==> config.mk <==
export PLATFORM = sky130hd
export DESIGN_NAME = regfile_wr_arbiter_flat
export DESIGN_NICKNAME = d
export VERILOG_FILES = /design/src/rtl/regfile_wr_arbiter_if.sv /design/src/rtl/regfile_wr_arbiter.sv /design/src/flat_wrapper.sv
export SDC_FILE = /design/constraint.sdc
export NUM_CORES = 1
export LEC_CHECK = 0
export CAP_MARGIN = 20
export CORE_MARGIN = 5
export CORE_UTILIZATION = 39
export CTS_CLUSTER_SIZE = 12
export DETAILED_ROUTE_END_ITERATION = 8
export GPL_TIMING_DRIVEN = 0
export PLACE_DENSITY = 0.8
export SLEW_MARGIN = 5
export SYNTH_ARGS = -nofsm -noshare
export SYNTH_HDL_FRONTEND = slang
export SYNTH_SLANG_ARGS = --single-unit
==> constraint.sdc <==
create_clock -name clk -period 1.8 [get_ports clk]
set_input_delay 0.18 -clock clk [delete_from_list [all_inputs] [get_ports clk]]
set_output_delay 0.18 -clock clk [all_outputs]
set_load 0.05 [all_outputs]
==> src/rtl/regfile_wr_arbiter_if.sv <==
// Write-port bundle between the writeback requesters and the register file:
// clear request, two valid/ready requesters, and the decoder-facing write outputs.
interface regfile_wr_arbiter_if #(
  parameter int unsigned DATA_W = 32,
  parameter int unsigned ADDR_W = 5
);
  logic              clr;
  logic              req0_valid;
  logic [ADDR_W-1:0] req0_addr;
  logic [DATA_W-1:0] req0_data;
  logic              req0_ready;
  logic              req1_valid;
  logic [ADDR_W-1:0] req1_addr;
  logic [DATA_W-1:0] req1_data;
  logic              req1_ready;
  logic              we;
  logic [ADDR_W-1:0] waddr;
  logic [DATA_W-1:0] wdata;
  logic              init_busy;

  // Requester / register-file side.
  modport master (
    output clr,
    output req0_valid, req0_addr, req0_data,
    input  req0_ready,
    output req1_valid, req1_addr, req1_data,
    input  req1_ready,
    input  we, waddr, wdata, init_busy
  );

  // Arbiter side.
  modport slave (
    input  clr,
    input  req0_valid, req0_addr, req0_data,
    output req0_ready,
    input  req1_valid, req1_addr, req1_data,
    output req1_ready,
    output we, waddr, wdata, init_busy
  );
endinterface

==> src/rtl/regfile_wr_arbiter.sv <==
// Register-file write-port sequencer: zero-fills every register after reset or
// clear, then shares the port round-robin between the ALU and load writebacks.
module regfile_wr_arbiter #(
  parameter int unsigned DATA_W = 32,
  parameter int unsigned ADDR_W = 5,
  parameter int unsigned NREGS  = 32
) (
  input logic                  clk,
  input logic                  rst_n,
  regfile_wr_arbiter_if.slave  bus
);

  localparam int unsigned CNT_W = ADDR_W + 1;
  localparam logic [CNT_W-1:0] CNT_LAST = CNT_W'(NREGS - 1);

  typedef enum logic {
    ST_INIT = 1'b0,
    ST_RUN  = 1'b1
  } state_t;

  state_t            state_q, state_d;
  logic [CNT_W-1:0]  cnt_q, cnt_d;
  logic              rr_q, rr_d;
  logic              we_q, we_d;
  logic [ADDR_W-1:0] waddr_q, waddr_d;
  logic [DATA_W-1:0] wdata_q, wdata_d;
  logic              busy_q, busy_d;
  logic              grant0, grant1;

  // State and registered outputs.
  always_ff @(posedge clk or negedge rst_n) begin
    if (!rst_n) begin
      state_q <= ST_INIT;
      cnt_q   <= '0;
      rr_q    <= 1'b0;
      we_q    <= 1'b0;
      waddr_q <= '0;
      wdata_q <= '0;
      busy_q  <= 1'b1;
    end else begin
      state_q <= state_d;
      cnt_q   <= cnt_d;
      rr_q    <= rr_d;
      we_q    <= we_d;
      waddr_q <= waddr_d;
      wdata_q <= wdata_d;
      busy_q  <= busy_d;
    end
  end

  // Next-state, grant and write-port decisions.
  always_comb begin
    state_d = state_q;
    cnt_d   = cnt_q;
    rr_d    = rr_q;
    we_d    = 1'b0;
    waddr_d = waddr_q;
    wdata_d = wdata_q;
    busy_d  = busy_q;
    grant0  = 1'b0;
    grant1  = 1'b0;

    case (state_q)
      ST_INIT: begin
        we_d    = 1'b1;
        waddr_d = cnt_q[ADDR_W-1:0];
        wdata_d = '0;
        busy_d  = 1'b1;
        if (cnt_q == CNT_LAST) begin
          state_d = ST_RUN;
          cnt_d   = '0;
        end else begin
          cnt_d = cnt_q + CNT_W'(1);
        end
      end

      ST_RUN: begin
        busy_d = 1'b0;
        if (bus.clr) begin
          state_d = ST_INIT;
          cnt_d   = '0;
          busy_d  = 1'b1;
        end else begin
          // rr_q names the requester favoured when both are pending.
          if (bus.req0_valid && (!bus.req1_valid || !rr_q)) begin
            grant0 = 1'b1;
          end else if (bus.req1_valid) begin
            grant1 = 1'b1;
          end

          // Register 0 is hardwired zero: accept the write but keep WE low.
          if (grant0) begin
            we_d    = (bus.req0_addr != '0);
            waddr_d = bus.req0_addr;
            wdata_d = bus.req0_data;
            rr_d    = 1'b1;
          end else if (grant1) begin
            we_d    = (bus.req1_addr != '0);
            waddr_d = bus.req1_addr;
            wdata_d = bus.req1_data;
            rr_d    = 1'b0;
          end
        end
      end

      default: begin
        state_d = ST_INIT;
        cnt_d   = '0;
      end
    endcase
  end

  assign bus.req0_ready = grant0;
  assign bus.req1_ready = grant1;
  assign bus.we         = we_q;
  assign bus.waddr      = waddr_q;
  assign bus.wdata      = wdata_q;
  assign bus.init_busy  = busy_q;

endmodule

==> src/flat_wrapper.sv <==
// flat-port wrapper written by rule: the top's interface ports become plain ports
module regfile_wr_arbiter_flat 
#(
  parameter int unsigned DATA_W = 32,
  parameter int unsigned ADDR_W = 5,
  parameter int unsigned NREGS  = 32
)
  (clk, rst_n, bus_clr, bus_req0_valid, bus_req0_addr, bus_req0_data, bus_req0_ready, bus_req1_valid, bus_req1_addr, bus_req1_data, bus_req1_ready, bus_we, bus_waddr, bus_wdata, bus_init_busy);
  regfile_wr_arbiter_if #(.DATA_W(DATA_W), .ADDR_W(ADDR_W)) bus_i ();
  input logic clk;
  input logic rst_n;
  input wire logic [$bits(bus_i.clr)-1:0] bus_clr;
  input wire logic [$bits(bus_i.req0_valid)-1:0] bus_req0_valid;
  input wire logic [$bits(bus_i.req0_addr)-1:0] bus_req0_addr;
  input wire logic [$bits(bus_i.req0_data)-1:0] bus_req0_data;
  output wire logic [$bits(bus_i.req0_ready)-1:0] bus_req0_ready;
  input wire logic [$bits(bus_i.req1_valid)-1:0] bus_req1_valid;
  input wire logic [$bits(bus_i.req1_addr)-1:0] bus_req1_addr;
  input wire logic [$bits(bus_i.req1_data)-1:0] bus_req1_data;
  output wire logic [$bits(bus_i.req1_ready)-1:0] bus_req1_ready;
  output wire logic [$bits(bus_i.we)-1:0] bus_we;
  output wire logic [$bits(bus_i.waddr)-1:0] bus_waddr;
  output wire logic [$bits(bus_i.wdata)-1:0] bus_wdata;
  output wire logic [$bits(bus_i.init_busy)-1:0] bus_init_busy;
  assign bus_i.clr = bus_clr;
  assign bus_i.req0_valid = bus_req0_valid;
  assign bus_i.req0_addr = bus_req0_addr;
  assign bus_i.req0_data = bus_req0_data;
  assign bus_req0_ready = bus_i.req0_ready;
  assign bus_i.req1_valid = bus_req1_valid;
  assign bus_i.req1_addr = bus_req1_addr;
  assign bus_i.req1_data = bus_req1_data;
  assign bus_req1_ready = bus_i.req1_ready;
  assign bus_we = bus_i.we;
  assign bus_waddr = bus_i.waddr;
  assign bus_wdata = bus_i.wdata;
  assign bus_init_busy = bus_i.init_busy;
  regfile_wr_arbiter #(.DATA_W(DATA_W), .ADDR_W(ADDR_W), .NREGS(NREGS)) u_core (.clk(clk), .rst_n(rst_n), .bus(bus_i));
endmodule
==> impl_metrics.py <==
metrics = {
    "global_route": {
        "grt_max_degree": 31,
        "first_global_vias": 2114,
        "grtUsageTotal_pct": 17.4,
        "total_congestion_overflow_after_global_routing": 0,
        "grt_first_pass_wirelength_um": 10300,
        "grt_antenna_before_repair": 0,
    },
    "clock_tree": {
        "cts_tree": "yes",
        "clock_pin_slew_reported_for_the_worst_setup_and_hold_paths_after_clock_tree_synthesis_ps": 80,
        "clock_tree.root_cell": "sky130_fd_sc_hd__clkbuf_8",
        "clock_tree.buffer_depth": 2,
        "cts_made_buffers": 5,
        "insertion_delay_ps": 300,
        "htree_levels": 2,
        "clock_sinks": 47,
    },
    "synthesis": {
        "avgSynthCellArea_um2": 11.9,
        "ys_ff_latch": 47,
        "synth.net_count": 270,
        "synth_top_area_cell": "sky130_fd_sc_hd__dfrtp_1",
        "synth.top_cells.by_area": "sky130_fd_sc_hd__dfrtp_1, sky130_fd_sc_hd__mux2i_1, sky130_fd_sc_hd__o2bb2ai_1, sky130_fd_sc_hd__buf_2, sky130_fd_sc_hd__nand2_1",
        "netlist.area_leader.share_pct": 50.8,
        "synth_seq_area_share_pct": 51.9,
        "yosysUniqueCellTypes": 35,
        "yosysWarningCount": 0,
        "synthesis.area_um2": 2270,
        "netlist_instances": 190,
    },
    "setup_path": {
        "rr_worst_depth": 5,
        "cp_cell_instances": "clkdlybuf4s50_1 > a21boi_4 > buf_6 > nor2_1 > clkdlybuf4s15_2",
        "worst-path-max-fanout": 10,
        "crit_startpoint": "bus_req0_valid",
        "timing.rr.end": "u_core.bus.wdata[14]",
        "critical-path-max-stage-delay_ps": 560,
        "critPathBufInv": 3,
        "timing.rr.start": "u_core.state_q",
        "cpMaxStageDelayCell": "sky130_fd_sc_hd__clkdlybuf4s50_1",
        "r2r_slack_ps": 180,
        "critical_path.top_delay_family": "buffers and inverters",
        "worst_setup_path_end_kind": "primary output",
        "setup.worst_path.class": "primary input to primary output",
        "crit_required_ps": 1620,
        "worst_setup_path_start_kind": "primary input",
        "cp.arrival_ps": 1580,
    },
    "hold_path": {
        "hold_path.class": "primary input to flop",
        "min_path_cells": 2,
        "hold_end": "u_core.rr_q",
        "hold_path_startpoint": "bus_req1_valid",
    },
    "cells_and_area": {
        "nFillCells": 472,
        "layout-drive-gt1-share_pct": 8.83,
        "final_design_area_no_fill_um2": 3660,
        "final_core_utilization_pct": 65.7,
        "area.growth.synth_to_final_pct": 61.6,
        "design.final.nets": 397,
        "layout.cells.most_common_list": "sky130_fd_sc_hd__clkdlybuf4s50_1, sky130_fd_sc_hd__dfrtp_1, sky130_fd_sc_hd__mux2i_1",
        "num_antenna_cells": 0,
        "layout.cells.most_common": "sky130_fd_sc_hd__clkdlybuf4s50_1",
    },
    "timing": {
        "rsz0062_at_grt": "no",
        "timing.final.hold_violations": 0,
        "post-route-min-period_ps": 1760,
        "maxClockFrequency_ghz": 0.570,
        "timing.setup.tns_ps": 0,
        "final-setup-viol-count": 0,
        "slew_headroom_pct": 64.3,
        "timing_worst_slew_pin_value_ps": 534,
        "hold-worst-slack_ps": 190,
        "portion_of_the_clock_cycle_consumed_by_the_worst_path_in_the_final_layout_pct": 97.5,
        "timing.clock.skew_ps": 4.70,
        "slew_viol_final": 0,
    },
    "detailed_routing": {
        "drt-initial-drc-count": 54,
        "via_count": 2030,
        "drt_drc_violations_left": 0,
        "route.detailed.vias_per_inst": 5.22,
        "wl_per_cell_um": 16.5,
        "totalWireLength_um": 6410,
        "tritonroute_pass_1_iters": 4,
        "final_antenna_net_count": 0,
    },
    "run": {
        "drv_cap": 0,
    },
    "placement": {
        "port_buffers": 117,
        "routabilityCongestion": 0.814,
        "place_hpwl_um": 5020,
        "dpl_cell_area_um2": 3540,
    },
    "power": {
        "vdd.ir_drop.worst_v": 0.000608,
        "power_density_nw_per_um2": 875,
        "power.static_leakage_nw": 1.54,
    },
    "floorplan": {
        "boundaryPins": 120,
        "dieWidth_um": 86.2,
        "die_h_um": 86.2,
        "die-area_um2": 7440,
        "initial_core_util_pct": 40.7,
        "core_area_um2": 5570,
        "rows": 27,
    },
    "run_status": {
        "status": "completed",
    },
}
## worst max-delay path by stage
| stage | end | slack [ps] | depth (start not counted) |
|---|---|---|---|
| 6_report | bus_req1_ready | 40 | 5 |
| 5_1_grt | bus_req1_ready | 9 | 5 |
| 4_1_cts | bus_init_busy | 3 | 1 |
| 3_5_place_dp | bus_req0_ready | -790 | 5 |
| 3_3_place_gp | bus_req0_ready | -790 | 5 |
| 2_1_floorplan | bus_req0_ready | 290 | 3 |
## Yosys cell counts
| cell | instances |
|---|---|
| sky130_fd_sc_hd__dfrtp_1 | 46 |
| sky130_fd_sc_hd__mux2i_1 | 37 |
| sky130_fd_sc_hd__o2bb2ai_1 | 32 |
| sky130_fd_sc_hd__nand2_1 | 8 |
| sky130_fd_sc_hd__inv_1 | 7 |
| sky130_fd_sc_hd__buf_2 | 6 |
| sky130_fd_sc_hd__clkbuf_1 | 5 |
| sky130_fd_sc_hd__nand3_1 | 4 |
| sky130_fd_sc_hd__o22ai_1 | 4 |
| sky130_fd_sc_hd__buf_4 | 3 |
| sky130_fd_sc_hd__o21ai_0 | 3 |
| sky130_fd_sc_hd__o221ai_1 | 3 |
| sky130_fd_sc_hd__a21boi_0 | 2 |
| sky130_fd_sc_hd__a21oi_1 | 2 |
| sky130_fd_sc_hd__a31oi_1 | 2 |
| sky130_fd_sc_hd__clkbuf_2 | 2 |
| sky130_fd_sc_hd__nor2_1 | 2 |
| sky130_fd_sc_hd__nor2b_1 | 2 |
| sky130_fd_sc_hd__o211ai_1 | 2 |
| sky130_fd_sc_hd__or4_1 | 2 |
| sky130_fd_sc_hd__xnor2_1 | 2 |
| sky130_fd_sc_hd__a21boi_2 | 1 |
| sky130_fd_sc_hd__a22oi_1 | 1 |
| sky130_fd_sc_hd__a31o_2 | 1 |
| sky130_fd_sc_hd__and2_0 | 1 |
| sky130_fd_sc_hd__and2_1 | 1 |
| sky130_fd_sc_hd__and3_1 | 1 |
| sky130_fd_sc_hd__dfstp_2 | 1 |
| sky130_fd_sc_hd__ha_1 | 1 |
| sky130_fd_sc_hd__nand2b_1 | 1 |
| sky130_fd_sc_hd__nand3b_1 | 1 |
| sky130_fd_sc_hd__o21ai_2 | 1 |
| sky130_fd_sc_hd__o21bai_2 | 1 |
| sky130_fd_sc_hd__o311ai_0 | 1 |
| sky130_fd_sc_hd__o31a_1 | 1 |
## per-layer routing
layer	routed length [µm]	vias to the layer above	GRT usage [%]
met5	0	-	0
met4	133	0	6.52
met3	561	12	5.23
met2	3110	88	29.0
met1	2610	970	21.4
li1	-	960	-
## stage by stage
step | worst slack [ps] | power, mW | instances
after floorplan | 295 | 2.08 | 190
after global placement | -792 | 2.56 | 379
after detailed placement | -793 | 2.58 | 380
after CTS | 2.56 | 3.23 | 389
after global routing | 8.86 | 3.37 | 389
final | 44.2 | 3.21 | 389
## cell families after synthesis
logic type | Yosys count | share of synthesized area [%]
flip-flops | 47 | 51.9
AO/OA/AOI/OAI | 57 | 20.5
AND/OR/NAND/NOR | 23 | 5.19
multiplexers | 37 | 16.3
buffers and inverters | 23 | 4.75
XOR/XNOR | 2 | 0.773
adder cells (fa/ha/maj) | 1 | 0.552
## layout make-up
type                            count  area, µm²  area share [%]
Multi-Input combinational cell    120        990            27.0
Sequential cell                    47       1180            32.1
Timing Repair Buffer              120       1200            32.9
Clock buffer                        6       82.6            2.25
Clock inverter                      1       5.00           0.137
Buffer                             16       87.6            2.39
Inverter                            7       26.3           0.717
Tap cell                           72       90.1            2.46
## report_power, final
group | switching (mW) | internal [mW] | total (mW)
registers | 0.119 | 1.21 | 1.32
logic | 0.699 | 0.546 | 1.25
clock network | 0.334 | 0.302 | 0.636
total | 1.15 | 2.05 | 3.21
## state kept, by name (all words and copies together) (netlist names)
name                  flops
u_core.bus.init_busy      1
u_core.bus.waddr          5
u_core.bus.wdata         32
u_core.bus.we             1
u_core.cnt_q              6
u_core.rr_q               1
u_core.state_q            1
## repair_timing
action / CTS / global route
gates resized for setup: 12 / 1
hold buffers: 1 / 0
hold endpoints to repair: 17 / 0
endpoints found under the setup margin: 2 / 1
pin swaps: 0 / 0
buffers inserted: 1 / 0
Note: power is estimated with default switching activity, not from simulation.
